## config.mk

```make
export PLATFORM = sky130hd
export DESIGN_NAME = branch_resolve
export DESIGN_NICKNAME = d
export VERILOG_FILES = /design/src/rtl/branch_pkg.sv /design/src/rtl/ras_stack.sv /design/src/rtl/branch_resolve.sv
export SDC_FILE = /design/constraint.sdc
export NUM_CORES = 1
export LEC_CHECK = 0
export BUFFER_PORTS_ARGS = -buffer_cell sky130_fd_sc_hd__buf_2
export CAP_MARGIN = 25
export CORE_ASPECT_RATIO = 0.6
export CORE_MARGIN = 1
export CORE_UTILIZATION = 23
export CTS_BUF_LIST = sky130_fd_sc_hd__clkbuf_4 sky130_fd_sc_hd__clkbuf_8
export CTS_CLUSTER_SIZE = 28
export DETAILED_ROUTE_END_ITERATION = 10
export HOLD_SLACK_MARGIN = 0.03
export PLACE_DENSITY = 0.51
export SKIP_LAST_GASP = 1
export SYNTH_ARGS = -nofsm -noshare
export SYNTH_HDL_FRONTEND = slang
export SYNTH_SLANG_ARGS = --single-unit
```

## constraint.sdc

```tcl
create_clock -name clk -period 8 [get_ports clk]
set_clock_uncertainty 0.05 [all_clocks]
set_input_delay 1.2 -clock clk [delete_from_list [all_inputs] [get_ports clk]]
set_output_delay 1.2 -clock clk [all_outputs]
set_load 0.02 [all_outputs]
```

## src/rtl/branch_pkg.sv

```systemverilog
// Shared opcode and field-width definitions for the EX-stage branch unit.
package branch_pkg;

    localparam int unsigned OP_W  = 3;
    localparam int unsigned TID_W = 2;
    localparam int unsigned PC_W  = 7;
    localparam int unsigned NUM_THREADS = 4;

    localparam logic [OP_W-1:0] BR_NONE = 3'd0;
    localparam logic [OP_W-1:0] BR_BEQ  = 3'd1;
    localparam logic [OP_W-1:0] BR_BNE  = 3'd2;
    localparam logic [OP_W-1:0] BR_J    = 3'd3;
    localparam logic [OP_W-1:0] BR_JR   = 3'd4;
    localparam logic [OP_W-1:0] BR_CALL = 3'd5;
    localparam logic [OP_W-1:0] BR_RET  = 3'd6;

endpackage

```

## src/rtl/ras_stack.sv

```systemverilog
// Per-thread return-address stacks. Each thread owns a circular buffer of
// DEPTH entries; overflow overwrites the oldest entry, pop on empty is ignored.
module ras_stack
    import branch_pkg::*;
#(
    parameter int unsigned DEPTH = 4
) (
    input  logic             clk,
    input  logic             reset,
    input  logic             push,
    input  logic             pop,
    input  logic [TID_W-1:0] tid,
    input  logic [PC_W-1:0]  push_data,
    output logic [PC_W-1:0]  top,
    output logic             empty
);

    localparam int unsigned PTR_W = (DEPTH > 1) ? $clog2(DEPTH) : 1;
    localparam int unsigned CNT_W = PTR_W + 1;

    logic [PC_W-1:0]  mem [NUM_THREADS][DEPTH];
    logic [PTR_W-1:0] ptr [NUM_THREADS];
    logic [CNT_W-1:0] cnt [NUM_THREADS];
    logic [PTR_W-1:0] top_idx;

    // ptr marks the next free slot, so the top of stack sits one below it
    always_comb begin
        top_idx = ptr[tid] - 1'b1;
        top     = mem[tid][top_idx];
        empty   = (cnt[tid] == '0);
    end

    // Entry storage needs no reset: empty stacks never expose their contents
    always_ff @(posedge clk) begin
        if (push) begin
            mem[tid][ptr[tid]] <= push_data;
        end
    end

    // Pointer and occupancy bookkeeping for the selected thread only
    always_ff @(posedge clk) begin
        if (reset) begin
            for (int unsigned t = 0; t < NUM_THREADS; t++) begin
                ptr[t] <= '0;
                cnt[t] <= '0;
            end
        end else if (push) begin
            ptr[tid] <= ptr[tid] + 1'b1;
            if (cnt[tid] != CNT_W'(DEPTH)) begin
                cnt[tid] <= cnt[tid] + 1'b1;
            end
        end else if (pop && (cnt[tid] != '0)) begin
            ptr[tid] <= ptr[tid] - 1'b1;
            cnt[tid] <= cnt[tid] - 1'b1;
        end
    end

endmodule

```

## src/rtl/branch_resolve.sv

```systemverilog
// EX-stage branch resolution for the 4-thread barrel pipeline.
// Optional return-address stack for CALL/RET enabled by BRANCH_RAS_EN.
module branch_resolve
    import branch_pkg::*;
#(
    parameter int unsigned DATA_W    = 64,
    parameter int unsigned RAS_DEPTH = 4
) (
    input  logic              clk,
    input  logic              reset,
    input  logic              pc_reset_pulse,
    input  logic              advance,
    input  logic              id_valid,
    input  logic [1:0]        id_thread_id,
    input  logic [8:0]        id_pc,
    input  logic [2:0]        id_br_op,
    input  logic [DATA_W-1:0] id_rs_data,
    input  logic [DATA_W-1:0] id_rt_data,
    input  logic [8:0]        id_offset,
    output logic              ex_branch_taken,
    output logic [8:0]        ex_branch_target,
    output logic [1:0]        ex_thread_id,
    output logic [15:0]       taken_count
);

    logic              clear;
    logic              ex_valid;
    logic [8:0]        ex_pc;
    logic [OP_W-1:0]   ex_op;
    logic [DATA_W-1:0] ex_rs;
    logic [DATA_W-1:0] ex_rt;
    logic [8:0]        ex_off;

    logic              cond;
    logic [PC_W-1:0]   seq_pc;
    logic [PC_W-1:0]   tgt7;
    logic              unused_hi_bits;

    assign clear          = reset | pc_reset_pulse;
    assign seq_pc         = ex_pc[PC_W-1:0] + 7'd1;
    // Thread bits of pc/offset are redundant with ex_thread_id in 7-bit arithmetic
    assign unused_hi_bits = ^{ex_pc[8:7], ex_off[8:7]};

    // EX pipeline registers: load on advance, clear overrides advance
    always_ff @(posedge clk) begin
        if (clear) begin
            ex_valid     <= 1'b0;
            ex_thread_id <= '0;
            ex_pc        <= '0;
            ex_op        <= BR_NONE;
            ex_rs        <= '0;
            ex_rt        <= '0;
            ex_off       <= '0;
        end else if (advance) begin
            ex_valid     <= id_valid;
            ex_thread_id <= id_thread_id;
            ex_pc        <= id_pc;
            ex_op        <= id_br_op;
            ex_rs        <= id_rs_data;
            ex_rt        <= id_rt_data;
            ex_off       <= id_offset;
        end
    end

`ifdef BRANCH_RAS_EN
    logic            ras_push;
    logic            ras_pop;
    logic [PC_W-1:0] ras_top;
    logic            ras_empty;

    // Stack updates ride the same edge as the EX reload, never on a clear
    assign ras_push = advance & ~clear & ex_valid & (ex_op == BR_CALL);
    assign ras_pop  = advance & ~clear & ex_valid & (ex_op == BR_RET);

    ras_stack #(
        .DEPTH (RAS_DEPTH)
    ) u_ras (
        .clk       (clk),
        .reset     (clear),
        .push      (ras_push),
        .pop       (ras_pop),
        .tid       (ex_thread_id),
        .push_data (seq_pc),
        .top       (ras_top),
        .empty     (ras_empty)
    );
`endif

    // Branch condition and 7-bit wrapping target from EX state
    always_comb begin
        cond = 1'b0;
        tgt7 = '0;
        case (ex_op)
            BR_BEQ: begin
                cond = (ex_rs == ex_rt);
                tgt7 = seq_pc + ex_off[PC_W-1:0];
            end
            BR_BNE: begin
                cond = (ex_rs != ex_rt);
                tgt7 = seq_pc + ex_off[PC_W-1:0];
            end
            BR_J, BR_CALL: begin
                cond = 1'b1;
                tgt7 = ex_off[PC_W-1:0];
            end
            BR_JR: begin
                cond = 1'b1;
                tgt7 = ex_rs[PC_W-1:0];
            end
`ifdef BRANCH_RAS_EN
            BR_RET: begin
                cond = 1'b1;
                tgt7 = ras_empty ? '0 : ras_top;
            end
`endif
            default: begin
                cond = 1'b0;
                tgt7 = '0;
            end
        endcase
    end

    assign ex_branch_taken  = ex_valid & cond;
    assign ex_branch_target = {ex_thread_id, ex_branch_taken ? tgt7 : 7'd0};

    // Saturating count of taken branches consumed by the PC generator
    always_ff @(posedge clk) begin
        if (clear) begin
            taken_count <= '0;
        end else if (advance && ex_branch_taken && (taken_count != 16'hFFFF)) begin
            taken_count <= taken_count + 16'd1;
        end
    end

endmodule
```

==> flow_metrics.py <==
metrics = {
    "power": {
        "p_int_w": 0.001324,
        "p_switching_w": 0.0004471,
        "ir_drop_mv": 0.09124,
        "leakagePower_nw": 4.322,
        "p_sw_share_pct": 25.25,
        "p_per_area_nw_per_um2": 196.9,
        "clock_power_share_pct": 41.1,
        "p_seq_share_pct": 48.5,
        "power_frac_comb_pct": 10.4,
    },
    "worst_setup_path": {
        "crit_required_ps": 6750,
        "critPathTopFamily": "simple AND/OR/NAND/NOR gates",
        "cp-end-kind": "output pin",
        "cp_cell_sequence": "xor2_1, nor4_1, nand4_1, nor4_2, mux2_4, o21ai_2, buf_4, nor2_1, buf_2",
        "r2r_slack_ps": 4770,
        "crit_path_start_kind": "flop",
        "crit_fanout": 32,
        "rr_startpoint": "ex_rt[28]",
        "critical_path_depth": 9,
        "reg2reg_depth": 9,
        "crit_end": "ex_branch_target[3]",
        "cp_data_arrival_time_ps": 3490,
        "r2r-end": "taken_count[12]",
        "crit_start": "ex_rt[28]",
        "path_buf_inv": 2,
        "cpPeakStageDelay_ps": 800,
        "path_class": "reg2out",
        "crit_slowest_cell": "nor4_1",
    },
    "cts": {
        "htree_levels": 4,
        "cts.sinks": 164,
        "holdBufCountCts": 0,
        "clockBufferDepth": 2,
        "post_cts_resized": 0,
        "path_clk_slew_ps": 100,
        "cts_tree": "built",
        "clock_latency_ps": 490,
        "cts_root_buffer": "clkbuf_8",
        "cts_buffers": 17,
        "post_cts_buffers": 0,
    },
    "finish": {
        "multi_input_area_um2": 3739,
        "fillers": 3218,
        "nNetsFinal": 1074,
        "layout-drive-gt1-share_pct": 24.49,
        "syn_to_final_growth_pct": 24.27,
        "regArea_um2": 3283,
        "finalNonFillerCells": 1336,
    },
    "floorplan": {
        "die_w_um": 231,
        "io_pins": 184,
        "initial_utilization_pct": 23.75,
        "core_area_um2": 30470,
        "num_rows": 49,
        "dieArea_um2": 32200,
        "die_h_um": 139.4,
    },
    "logic_synthesis": {
        "synth_cell_types": 47,
        "synth_edf_count": 0,
        "synthTopCellsByArea": "dfxtp_1, mux2i_1, nor2_1",
        "syn-num-nets": 916,
        "synth_top_area_share_pct": 45.37,
        "synthCells": 752,
        "netlist_area_um2": 7237,
        "synthArstFlopShare_pct": 0,
        "synthFlopType": "dfxtp_1",
        "ys_ff_latch": 164,
        "syn_area_per_cell_um2": 9.624,
        "synth.yosys.seq_area_share_pct": 45.37,
        "yosys_warnings": 0,
        "synth_top_area_cell": "dfxtp_1",
    },
    "routing": {
        "wire_per_inst_um": 15.81,
        "vias_per_cell": 4.199,
        "via_count": 5610,
        "drtPass1Iterations": 4,
        "routed_wl_mm": 21.12,
        "drtIter0Drc": 264,
        "ant_nets": 0,
        "drc": 0,
    },
    "grt": {
        "grt_pass1_vias": 5277,
        "antenna_found_initial": 8,
        "grt_pass1_wl_mm": 31.79,
        "globalRouteOverflowTotal": 0,
        "grt_max_degree": 83,
        "groute.usage.overall_pct": 13.38,
    },
    "sta": {
        "min_period_over_period_pct": 59.31,
        "hold_violations": 0,
        "tns_ps": 0,
        "finalMaxSlewViolations": 0,
        "slew_headroom_pct": 33.31,
        "finalCriticalPeriod_ps": 4745,
        "fmax_mhz": 210.8,
        "setup_viol": 0,
        "worst_pin_slew_ps": 1000,
        "rsz0062_at_grt": "no",
    },
    "worst_hold_path": {
        "holdCritPathClass": "reg2reg",
        "worst_hold_startpoint": "taken_count[14]",
    },
    "place": {
        "gp_congestion": 0.7630,
        "post-place-cells": 1299,
        "io_buffers": 179,
        "post-dp-hpwl_mm": 15.52,
    },
    "job": {
        "drv_cap": 0,
    },
    "status": {
        "status": "finished clean",
    },
}
layout by cell type (no fill, tap or decap), drive strengths merged, types with 4 or more instances in the layout:
master,n
or3,10
mux2i,148
diode,5
clkinv,6
mux2,4
or4,5
o21ai,24
buf,183
ha,7
dfxtp,164
a22oi,4
inv,11
clkbuf,20
nor2,158
and3,4
nand3,7
nand4,8
o31ai,4
xor2,65
a21o,4
bufinv,5
a21oi,20
xnor2,5
nand2,19
nor4,17
logic make-up (layout without fill, tap and decap cells):
family / after synthesis / in the layout / share of synthesized area [%]
fa+ha+maj: 8 / 8 / 1.487
buf+inv: 54 / 225 / 3.008
other cells: 0 / 5 / 0
mux: 152 / 152 / 21.14
compound gates: 65 / 65 / 5.550
simple gates: 239 / 239 / 14.97
flops: 164 / 164 / 45.37
xor+xnor: 70 / 70 / 8.472
Yosys cell counts, types with 2 or more instances:
cell	number
o41ai_1	2
nand3_1	7
o21ai_0	14
dfxtp_1	164
or3_1	10
o21ai_1	9
and4_1	3
mux2i_1	148
a22oi_1	4
or4_1	5
mux2_2	3
nand2_1	19
xor2_1	65
xnor2_1	5
inv_1	9
clkbuf_1	33
ha_1	7
a21oi_1	20
and3_1	4
buf_4	2
nand4_1	8
o31ai_1	4
nor3_1	2
buf_2	2
a21o_1	4
nor4_1	16
o211ai_1	2
buf_1	6
nor2_1	157
worst min path at each step:
stage                      end  slack (ps)  depth (start not counted)
4_1_cts        taken_count[14]         450                          2
3_5_place_dp   taken_count[14]         430                          2
5_1_grt        taken_count[14]         490                          2
3_3_place_gp   taken_count[14]         420                          2
6_report       taken_count[14]         450                          2
2_1_floorplan         ex_pc[0]         410                          2
metrics by stage:
stage | setup WS (ps) | utilization (%) | power, W | hold WS [ps] | cell area (µm²)
2_1_floorplan | 4435 | - | 0.0009870 | 410.4 | 7237
3_3_place_gp | 3679 | 27.91 | 0.001063 | 423.7 | 8506
3_5_place_dp | 3674 | 27.91 | 0.001065 | 434.9 | 8506
4_1_cts | 3085 | 29.47 | 0.001813 | 447.7 | 8981
5_1_grt | 2896 | 29.49 | 0.001864 | 492.8 | 8986
6_report | 3255 | 29.52 | 0.001771 | 450.4 | 8994
routing by layer:
layer	global-route usage [%]	vias to the layer above	wire, µm
met5	0	-	24
met4	3.869	4	220
met3	4.713	22	1260
met2	17.18	113	8082
met1	20.23	2567	11530
li1	-	2904	-
registers in the layout, indices dropped and copies added (netlist names):
register / cells
ex_rt: 64
ex_op: 3
taken_count: 16
ex_rs: 64
ex_off: 7
ex_pc: 7
ex_valid: 1
ex_thread_id: 2
cell type report:
class | count | area share [%]
multi-input combinational | 534 | 41.57
sequential | 164 | 36.51
timing repair buffer | 183 | 10.41
tap | 408 | 5.676
clock buffer | 20 | 3.061
clock inverter | 12 | 2.226
inverter | 10 | 0.4174
antenna | 5 | 0.1391
power groups by stage:
stage               logic, W  registers [W]  clock network (W)
global route        0.000206       0.000863           0.000796
global placement    0.000185       0.000878                  0
floorplan           0.000114       0.000873                  0
CTS                 0.000188       0.000859           0.000766
finish              0.000184       0.000859           0.000728
detailed placement  0.000187       0.000878                  0
worst reg2reg max path: stages, from the launching register on:
cell and delay [ps]:
dfxtp_1 340, xor2_1 180, nor4_1 800, nand4_1 200, nor4_2 360, mux2_4 250, o21ai_2 50, buf_4 240
or4_1 550, a21oi_1 140
No activity file was read; power rests on OpenSTA's default activity.
